**src/rtl/gate_io_pkg.sv**
```systemverilog
// Shared constants for the gate controller input conditioning path.
//   DEBOUNCE_27M_20MS : debounce window of 20 ms at 27 MHz, in clock cycles
//   HOLD_27M_1S       : long-press threshold of 1 s at 27 MHz, in clock cycles
//   SW_SENSOR/SW_MOTOR: bit positions of the two slide switches in SW_RAW/SW_CLEAN
//   KEY_IDLE/SW_IDLE  : released/idle levels, also used as reset values
package gate_io_pkg;
  localparam int DEBOUNCE_27M_20MS = 540000;
  localparam int HOLD_27M_1S       = 27000000;

  localparam int SW_SENSOR = 0;
  localparam int SW_MOTOR  = 1;

  localparam logic KEY_IDLE = 1'b1;
  localparam logic SW_IDLE  = 1'b0;
endpackage

```
**src/rtl/debounce_channel.sv**
```systemverilog
// One debounced input bit: 2-FF synchroniser, stability counter, stable register.
//
// Parameters:
//   DEBOUNCE_CYCLES : consecutive differing samples needed before level flips (>= 2)
//   IDLE            : reset value of the synchroniser flops and the stable level
// Ports:
//   clk    : sampling clock (rising edge)
//   rst    : asynchronous active-high reset
//   raw    : asynchronous, possibly bouncing input
//   level  : debounced level (registered)
//   change : high in the cycle whose rising edge will flip level; lets the
//            parent register edge pulses that line up with the level change
module debounce_channel #(
  parameter int   DEBOUNCE_CYCLES = 8,
  parameter logic IDLE            = 1'b0
) (
  input  logic clk,
  input  logic rst,
  input  logic raw,
  output logic level,
  output logic change
);

  localparam int CNT_W = $clog2(DEBOUNCE_CYCLES);
  localparam logic [CNT_W-1:0] CNT_LAST = CNT_W'(DEBOUNCE_CYCLES - 1);

  logic             sync1;
  logic             sync2;
  logic [CNT_W-1:0] cnt;

  // The counter tracks how many consecutive edges sync2 has disagreed with
  // level; the flip happens on the edge where that run reaches DEBOUNCE_CYCLES.
  assign change = (sync2 != level) && (cnt == CNT_LAST);

  always_ff @(posedge clk or posedge rst) begin
    if (rst) begin
      sync1 <= IDLE;
      sync2 <= IDLE;
      level <= IDLE;
      cnt   <= '0;
    end else begin
      sync1 <= raw;
      sync2 <= sync1;
      if (sync2 == level) begin
        cnt <= '0;
      end else if (change) begin
        level <= sync2;
        cnt   <= '0;
      end else begin
        cnt <= cnt + CNT_W'(1);
      end
    end
  end

endmodule

```
**src/rtl/gate_input_conditioner.sv**
```systemverilog
// Input conditioning for the gate controller: synchronises and debounces the
// active-low push-button and the two slide switches, and produces a one-cycle
// press pulse on each debounced key press.
//
// Optional feature (macro GATE_INPUT_HOLD_DETECT_EN): long-press detection.
// When defined, KEY_HOLD is high once the debounced key has been held for
// HOLD_CYCLES cycles; when undefined, KEY_HOLD is tied to 0.
//
// Parameters:
//   DEBOUNCE_CYCLES : stable cycles before any output level changes (>= 2)
//   HOLD_CYCLES     : debounced-pressed cycles before KEY_HOLD asserts
// Ports:
//   CLOCK_27    : board clock, all state on rising edge
//   RESET       : asynchronous active-high reset
//   KEY_RAW_N   : raw push-button, active-low
//   SW_RAW      : raw switches, [0] sensor, [1] motor
//   KEY_CLEAN_N : debounced key level, active-low
//   KEY_PRESS   : one-cycle pulse on each debounced press
//   SW_CLEAN    : debounced switch levels
//   KEY_HOLD    : long-press level
module gate_input_conditioner
  import gate_io_pkg::*;
#(
  parameter int DEBOUNCE_CYCLES = DEBOUNCE_27M_20MS,
  parameter int HOLD_CYCLES     = HOLD_27M_1S
) (
  input  logic       CLOCK_27,
  input  logic       RESET,
  input  logic       KEY_RAW_N,
  input  logic [1:0] SW_RAW,
  output logic       KEY_CLEAN_N,
  output logic       KEY_PRESS,
  output logic [1:0] SW_CLEAN,
  output logic       KEY_HOLD
);

  if (DEBOUNCE_CYCLES < 2) begin : g_bad_debounce
    $error("DEBOUNCE_CYCLES must be at least 2");
  end
  if (HOLD_CYCLES < 1) begin : g_bad_hold
    $error("HOLD_CYCLES must be at least 1");
  end

  logic       key_level;
  logic       key_change;
  logic [1:0] sw_level;
  logic [1:0] sw_change_unused;

  debounce_channel #(
    .DEBOUNCE_CYCLES(DEBOUNCE_CYCLES),
    .IDLE           (KEY_IDLE)
  ) u_key (
    .clk   (CLOCK_27),
    .rst   (RESET),
    .raw   (KEY_RAW_N),
    .level (key_level),
    .change(key_change)
  );

  debounce_channel #(
    .DEBOUNCE_CYCLES(DEBOUNCE_CYCLES),
    .IDLE           (SW_IDLE)
  ) u_sw_sensor (
    .clk   (CLOCK_27),
    .rst   (RESET),
    .raw   (SW_RAW[SW_SENSOR]),
    .level (sw_level[SW_SENSOR]),
    .change(sw_change_unused[SW_SENSOR])
  );

  debounce_channel #(
    .DEBOUNCE_CYCLES(DEBOUNCE_CYCLES),
    .IDLE           (SW_IDLE)
  ) u_sw_motor (
    .clk   (CLOCK_27),
    .rst   (RESET),
    .raw   (SW_RAW[SW_MOTOR]),
    .level (sw_level[SW_MOTOR]),
    .change(sw_change_unused[SW_MOTOR])
  );

  assign KEY_CLEAN_N = key_level;
  assign SW_CLEAN    = sw_level;

  // A change while the key level is still 1 is a press (1 -> 0); the pulse is
  // registered on the same edge that moves the level.
  always_ff @(posedge CLOCK_27 or posedge RESET) begin
    if (RESET) begin
      KEY_PRESS <= 1'b0;
    end else begin
      KEY_PRESS <= key_change && key_level;
    end
  end

`ifdef GATE_INPUT_HOLD_DETECT_EN
  localparam int HOLD_W = $clog2(HOLD_CYCLES + 1);
  localparam logic [HOLD_W-1:0] HOLD_MAX = HOLD_W'(HOLD_CYCLES);

  logic [HOLD_W-1:0] hold_cnt;

  // A change while the key level is 0 is the release edge: clear there so
  // KEY_HOLD drops together with KEY_CLEAN_N rising.
  always_ff @(posedge CLOCK_27 or posedge RESET) begin
    if (RESET) begin
      hold_cnt <= '0;
    end else if (key_change && !key_level) begin
      hold_cnt <= '0;
    end else if (!key_level && (hold_cnt != HOLD_MAX)) begin
      hold_cnt <= hold_cnt + HOLD_W'(1);
    end
  end

  assign KEY_HOLD = (hold_cnt == HOLD_MAX);
`else
  assign KEY_HOLD = 1'b0;
`endif

endmodule

```
**config.mk**
```make
export PLATFORM = sky130hd
export DESIGN_NAME = gate_input_conditioner
export DESIGN_NICKNAME = d
export VERILOG_FILES = /design/src/rtl/gate_io_pkg.sv /design/src/rtl/debounce_channel.sv /design/src/rtl/gate_input_conditioner.sv
export SDC_FILE = /design/constraint.sdc
export NUM_CORES = 1
export LEC_CHECK = 0
export CORE_ASPECT_RATIO = 0.5
export CORE_MARGIN = 1
export CORE_UTILIZATION = 30
export DETAILED_ROUTE_END_ITERATION = 7
export GPL_TIMING_DRIVEN = 0
export SLEW_MARGIN = 15
export SYNTH_ARGS = -nofsm -noshare
export SYNTH_HDL_FRONTEND = slang
export SYNTH_SLANG_ARGS = --single-unit
```
**constraint.sdc**
```tcl
create_clock -name CLOCK_27 -period 2.9 [get_ports CLOCK_27]
set_input_delay 0.58 -clock CLOCK_27 [delete_from_list [all_inputs] [get_ports CLOCK_27]]
set_output_delay 0.58 -clock CLOCK_27 [all_outputs]
set_load 0.005 [all_outputs]
```
==> impl_metrics.tcl, run 1 <==
set metrics [dict create \
    ir_drop_mv 0.252 \
    cts_setup_buffers 0 \
    antenna_found_initial 0 \
    area_delta_synth_final_pct 16.7 \
    nNetsFinal 373 \
    worstPathMaxFanout 10 \
    synth_top_area_share_pct 49.3 \
    synth_compound_area_share_pct 7.17 \
    grt_pass1_wl_mm 11.2 \
    hpwl_mm 4.28 \
    yosysWarningCount 0 \
    dr_total_vias 2493 \
    hold_path_depth 0 \
    grt_pass1_vias 2387 \
    ys_types 38 \
    slew_viol_final 0 \
    place_congestion 0.762 \
    critPathKind "reg -> reg" \
    ctsHoldBuffers 0 \
    grt_overflow 0 \
    synthCells 345 \
    core_sq_um 11000 \
    max_clock_freq_ghz 0.411 \
    ys_seq_area_share_pct 51.6 \
    h-tree-depth 3 \
    cp-end-kind "flop" \
    startpoint_type "flop" \
    fp.dieH_um 77.3 \
    powerDensity_nw_per_um2 531 \
    fin_crit_sh_pct 83.8 \
    dieArea_sq_um 11800 \
    clock-root-buffer "clkbuf_16" \
    vias_per_cell 4.84 \
    synthSimpleGateAreaFrac_pct 24.9 \
    grt_usage_pct 12.0 \
    grt_start_max_net_pins 37 \
    wire_per_inst_um 12.3 \
    drt-initial-drc-count 123 \
    cts.sinks 70 \
    clock_skew_ns 0.00584 \
    required_ns 3.11 \
    synth_top_cell_by_area "dfrtp_1" \
    diodes 0 \
    netlist_area_sq_um 3400 \
    ys_top_cells_by_area "dfrtp_1 49%, xnor2_1 8.5%, nor2_1 6.1%, nand4_1 3.3%, nor4_1 2.9%" \
    finalHoldViolCount 0 \
    cts_buffer_depth 2 \
    relSlewSlack_pct 43.2 \
    maxCapViolCount 0 \
    drc_errors 0 \
    r2r_cells 5 \
    rsz0062_at_grt "false" \
    synth_xor_area_share_pct 10.6 \
    start_util_pct 30.9 \
    leakagePower_nw 1.50 \
    drive_gt1_share_pct 11.1 \
    fin_util_pct 36.0 \
    cts_resized 0 \
    cts_tree "built" \
    cts_buffers 9 \
    ios 10 \
    status "finished clean" \
    drt.antenna.violating_nets 0 \
    ys_ff_latch 70 \
    worst_slew_pin_slew_ns 0.843 \
    synth_top_family_by_area "simple AND/OR/NAND/NOR gates" \
    clk_latency_ns 0.33 \
    power.total_w 0.00211 \
    yosys-mux-area-fraction_pct 0.993 \
    wl_mm 6.34 \
    path_clk_slew_ns 0.05 \
    setup-violations-final 0 \
    syn_avg_cell_area_sq_um 9.86 \
    drt_pass1_iterations 4 \
    critPathArrivalTime_ns 2.64 \
    yosys.area_share.adder_pct 1.10 \
    dieWidth_um 153 \
    row_count 27 \
    syn_nets 353 \
    post-route-min-period_ns 2.43 \
    min_path_type "reg -> reg" \
    portBuffers 8 \
]
[area by class of cell]
type,instances,area [sq um]
clock inverters,1,5.00
inverters,19,73.8
well taps,145,181
clock buffers,15,278
plain buffers,9,48.8
flip-flops and latches,70,1760
repair buffers,9,100
multi-input cells,247,1530
fillers,1112,7050
[critical path, stage by stage, from the launching register on]
cell and delay [ns]:
dfrtp_1 0.41, ha_1 0.24, nand4_1 0.32, o41ai_2 0.91, buf_2 0.35, nor2_1 0.07
[flip-flops by register name, summed over array words and instances (netlist names)]
name               count
u_sw_sensor.cnt       20
KEY_PRESS              1
u_sw_motor.sync2       1
u_key.sync2            1
u_key.cnt             20
u_sw_motor.level       1
u_sw_sensor.sync2      1
u_sw_sensor.sync1      1
u_sw_motor.cnt        20
u_key.level            1
u_sw_sensor.level      1
u_sw_motor.sync1       1
u_key.sync1            1
[path summary, 6_finish.rpt]
check	slack, ns	to	start
setup / recovery	0.47	u_key.cnt[5]$_DFF_PP0_	u_key.cnt[0]$_DFF_PP0_
hold / removal	0.35	u_sw_motor.sync2$_DFF_PP0_	u_sw_motor.sync1$_DFF_PP0_
setup reg to reg	0.47	u_key.cnt[5]$_DFF_PP0_	u_key.cnt[0]$_DFF_PP0_
hold reg to reg	0.35	u_sw_motor.sync2$_DFF_PP0_	u_sw_motor.sync1$_DFF_PP0_
max in group asynchronous	1.66	u_key.level$_DFFE_PP1P_	RESET
min in group asynchronous	0.63	u_sw_motor.sync2$_DFF_PP0_	RESET
[cells in the mapped netlist]
| cell | n |
|---|---|
| o31ai_1 | 5 |
| dfrtp_1 | 67 |
| nor3_1 | 9 |
| or2_2 | 2 |
| conb_1 | 1 |
| xor2_1 | 8 |
| and3b_1 | 1 |
| nor4bb_1 | 1 |
| or3_1 | 7 |
| and3_1 | 1 |
| and4_2 | 1 |
| or4b_2 | 1 |
| inv_1 | 19 |
| nand3_2 | 1 |
| and4_1 | 1 |
| buf_2 | 3 |
| nor3b_1 | 2 |
| clkbuf_1 | 3 |
| o41ai_4 | 1 |
| o41ai_2 | 1 |
| mux2_2 | 3 |
| o21ai_0 | 7 |
| a21boi_0 | 1 |
| nor2_1 | 55 |
| xnor2_1 | 33 |
| dfstp_2 | 3 |
| o21ba_2 | 1 |
| ha_1 | 3 |
| or4_1 | 7 |
| or3_2 | 2 |
| nor4b_1 | 2 |
| buf_4 | 3 |
| nor4_1 | 16 |
| a21oi_1 | 15 |
| nand2_1 | 18 |
| nand4_1 | 18 |
| nand3_1 | 19 |
| a31o_2 | 4 |
[layer usage]
layer  vias to the layer above  wire length, um  global-route usage (%)
met5                         -                0                       0
met4                         0               61                    3.54
met3                         6              236                    4.75
met2                        33             2840                    18.4
met1                      1197             3200                    15.4
li1                       1257                -                       -
[power by group]
part / total, W / internal, W / switching, W
clock: 0.00103 / 0.000648 / 0.000382
combinational: 0.0000718 / 0.0000242 / 0.0000476
sequential: 0.00101 / 0.000993 / 0.0000129
total: 0.00211 / 0.00167 / 0.000442
[stage by stage]
stage / TNS (ns) / setup WS (ns) / instance area, sq um / hold WS [ns] / cells
after floorplan: 0 / 0.557 / 3400 / 0.331 / 345
after global placement: -46.16 / -0.692 / 3660 / 0.334 / 498
after detailed placement: 0 / 0.444 / 3680 / 0.336 / 499
after CTS: 0 / 0.438 / 3970 / 0.348 / 515
after global routing: 0 / 0.300 / 3970 / 0.354 / 515
final: 0 / 0.469 / 3970 / 0.346 / 515
[cell usage in the layout (no fill, tap or decap), types with 3 or more instances in the layout]
master	instances
nor2_1	55
clkdlybuf4s50_1	8
mux2_2	3
clkbuf_16	9
xor2_1	8
nand4_1	18
xnor2_1	33
inv_1	18
nor4_1	16
ha_1	3
or3_1	7
nand2_1	18
o31ai_1	5
a21oi_1	15
nand3_1	19
nor3_1	9
clkbuf_8	3
or4_1	7
clkbuf_1	6
a31o_2	4
buf_2	3
dfstp_2	3
buf_4	3
dfrtp_1	67
o21ai_0	7
[cell families (layout without fill, tap and decap cells)]
family / count (synthesis) / count (layout)
adders and majority gates: 3 / 3
buffers and inverters: 28 / 53
xor gates and xnor gates: 41 / 41
AOI/OAI and AO/OA: 35 / 35
and+or+nand+nor: 164 / 164
other: 1 / 1
muxes: 3 / 3
DFF: 70 / 70
No activity file was read; power rests on OpenSTA's default activity.
==> inputs of run 2 (changes only) <==
Clock period 2.9 ns to 2.47 ns, I/O delays scaled along.
==> run 2 against run 1 <==
Compared with the run above:
- design area is 0.28% higher
- flip-flop and latch count stayed put
- die area stayed put
- register-to-register slack worse by 0.26 ns
- fmax is 7.5% higher
- clock power is 17% higher
- critical path type unchanged
- largest cell class unchanged
- sequential power is 17% higher
==> impl_metrics.tcl, run 2 (synthesis results as in run 1) <==
set metrics [dict create \
    status "finished clean" \
    area_delta_synth_final_pct 17.0 \
    cp_top_family "compound AO/OA/AOI/OAI gates" \
    multi_input_area_sq_um 1540 \
    cp-end-kind "flop" \
    r2r_cells 5 \
    fill_cells 1111 \
    dieArea_sq_um 11800 \
    drc_errors 0 \
    crit_cells 5 \
    cts_tree "built" \
    core_sq_um 11000 \
    drive_gt1_share_pct 11.1 \
    max_clock_freq_ghz 0.442 \
    portBuffers 8 \
    row_count 27 \
    ctsHoldBuffers 0 \
    powerDensity_nw_per_um2 623 \
    place_congestion 0.762 \
    relSlewSlack_pct 61.5 \
    drt-initial-drc-count 144 \
    worst_slew_pin_slew_ns 0.576 \
    leakagePower_nw 1.51 \
    drt.antenna.violating_nets 0 \
    cts_buffers 9 \
    worstPathCellList "ha_1 > nand4_1 > o41ai_4 > buf_2 > nor2_1" \
    dp_cells 499 \
    vias_per_cell 4.83 \
    critPathArrivalTime_ns 2.47 \
    clock-root-buffer "clkbuf_16" \
    clk_latency_ns 0.33 \
    dieWidth_um 153 \
    crit_buf_inv 1 \
    cts_buffer_depth 2 \
    post-route-min-period_ns 2.26 \
    ir_drop_mv 0.294 \
    top_regs "u_key.cnt (20), u_sw_motor.cnt (20), u_sw_sensor.cnt (20)" \
    drt_pass1_iterations 6 \
    grt_pass1_wl_mm 11.2 \
    required_ns 2.68 \
    whs_ns 0.346 \
    hpwl_mm 4.28 \
    grt_pass1_vias 2387 \
    grt_start_max_net_pins 37 \
    final_common_cell "dfrtp_1" \
    hold_path_depth 0 \
    clock_skew_ns 0.00525 \
    grt_usage_pct 12.0 \
    stdcell_count 515 \
    critPathKind "reg -> reg" \
    ios 10 \
    slew_viol_final 0 \
    wl_mm 6.36 \
    h-tree-depth 3 \
    fin_crit_sh_pct 91.5 \
    maxCapViolCount 0 \
    cts.sinks 70 \
    path_clk_slew_ns 0.05 \
    finalHoldViolCount 0 \
    final_cell_mix "67 x dfrtp_1, 55 x nor2_1, 33 x xnor2_1" \
    timing.rr.start "u_key.cnt[0]$_DFF_PP0_" \
    nNetsFinal 373 \
    wire_per_inst_um 12.4 \
    setup-violations-final 0 \
    fp.dieH_um 77.3 \
    hp-start "u_sw_motor.sync1$_DFF_PP0_" \
    antenna_found_initial 0 \
    worstPathMaxFanout 10 \
    grt_overflow 0 \
    diodes 0 \
    critPathMaxStageDelay_ns 0.73 \
    dr_total_vias 2486 \
    crit_slowest_cell "o41ai_4" \
    regArea_sq_um 1760 \
    critPathLaunch "u_key.cnt[0]$_DFF_PP0_" \
    rsz0062_at_grt "false" \
    startpoint_type "flop" \
    min_path_type "reg -> reg" \
    start_util_pct 30.9 \
]
[run 2: worst paths after layout]
kind | end | slack, ns
setup / recovery | u_key.cnt[5]$_DFF_PP0_ | 0.21
hold / removal | u_sw_motor.sync2$_DFF_PP0_ | 0.35
hold reg to reg | u_sw_motor.sync2$_DFF_PP0_ | 0.35
max in group asynchronous | u_key.level$_DFFE_PP1P_ | 1.32
min in group asynchronous | u_sw_motor.sync2$_DFF_PP0_ | 0.54
setup reg to reg | u_key.cnt[5]$_DFF_PP0_ | 0.21
[run 2: routing by layer]
layer	track usage, %	vias up	wire, um
met5	0	-	0
met2	18.4	27	2830
met1	15.4	1198	3270
li1	-	1257	-
met3	4.75	4	211
met4	3.54	0	51
[run 2: timing repair]
action                     in CTS  in global routing
buffers inserted                0                  0
setup endpoints to repair       0                 10
resized for setup               0                  1
[run 2: cell type report]
cell class                 instances  share of cell area, %
buffer                             9                   1.23
clock buffer                      15                   6.98
clock inverter                     1                  0.126
inverter                          19                   1.86
multi-input combinational        247                   38.6
sequential                        70                   44.1
tap                              145                   4.56
timing repair buffer               9                   2.52
[run 2: worst reg2reg max path: stages, from the launching register on]
cell	delay, ns
dfrtp_1	0.41
ha_1	0.24
nand4_1	0.36
o41ai_4	0.73
buf_2	0.33
nor2_1	0.08
[run 2: power breakdown]
group / internal [W] / switching (W) / leakage (nW) / total, W
Sequential: 0.00117 / 0.0000151 / 0.951 / 0.00118
Combinational: 0.0000291 / 0.0000562 / 0.420 / 0.0000853
Clock: 0.000761 / 0.000450 / 0.140 / 0.00121
Total: 0.00196 / 0.000521 / 1.51 / 0.00248
[run 2: metrics by stage]
stage | setup TNS, ns | utilization (%) | power [W] | worst slack [ns] | instance area [sq um]
global route | 0 | 36.1 | 0.00259 | 0.0683 | 3980
global placement | -70.24 | 33.3 | 0.00128 | -1.04 | 3660
floorplan | 0 | - | 0.00126 | 0.213 | 3400
CTS | 0 | 36.0 | 0.00252 | 0.00831 | 3970
finish | 0 | 36.1 | 0.00248 | 0.209 | 3980
detailed placement | 0 | 33.5 | 0.00129 | 0.0136 | 3680
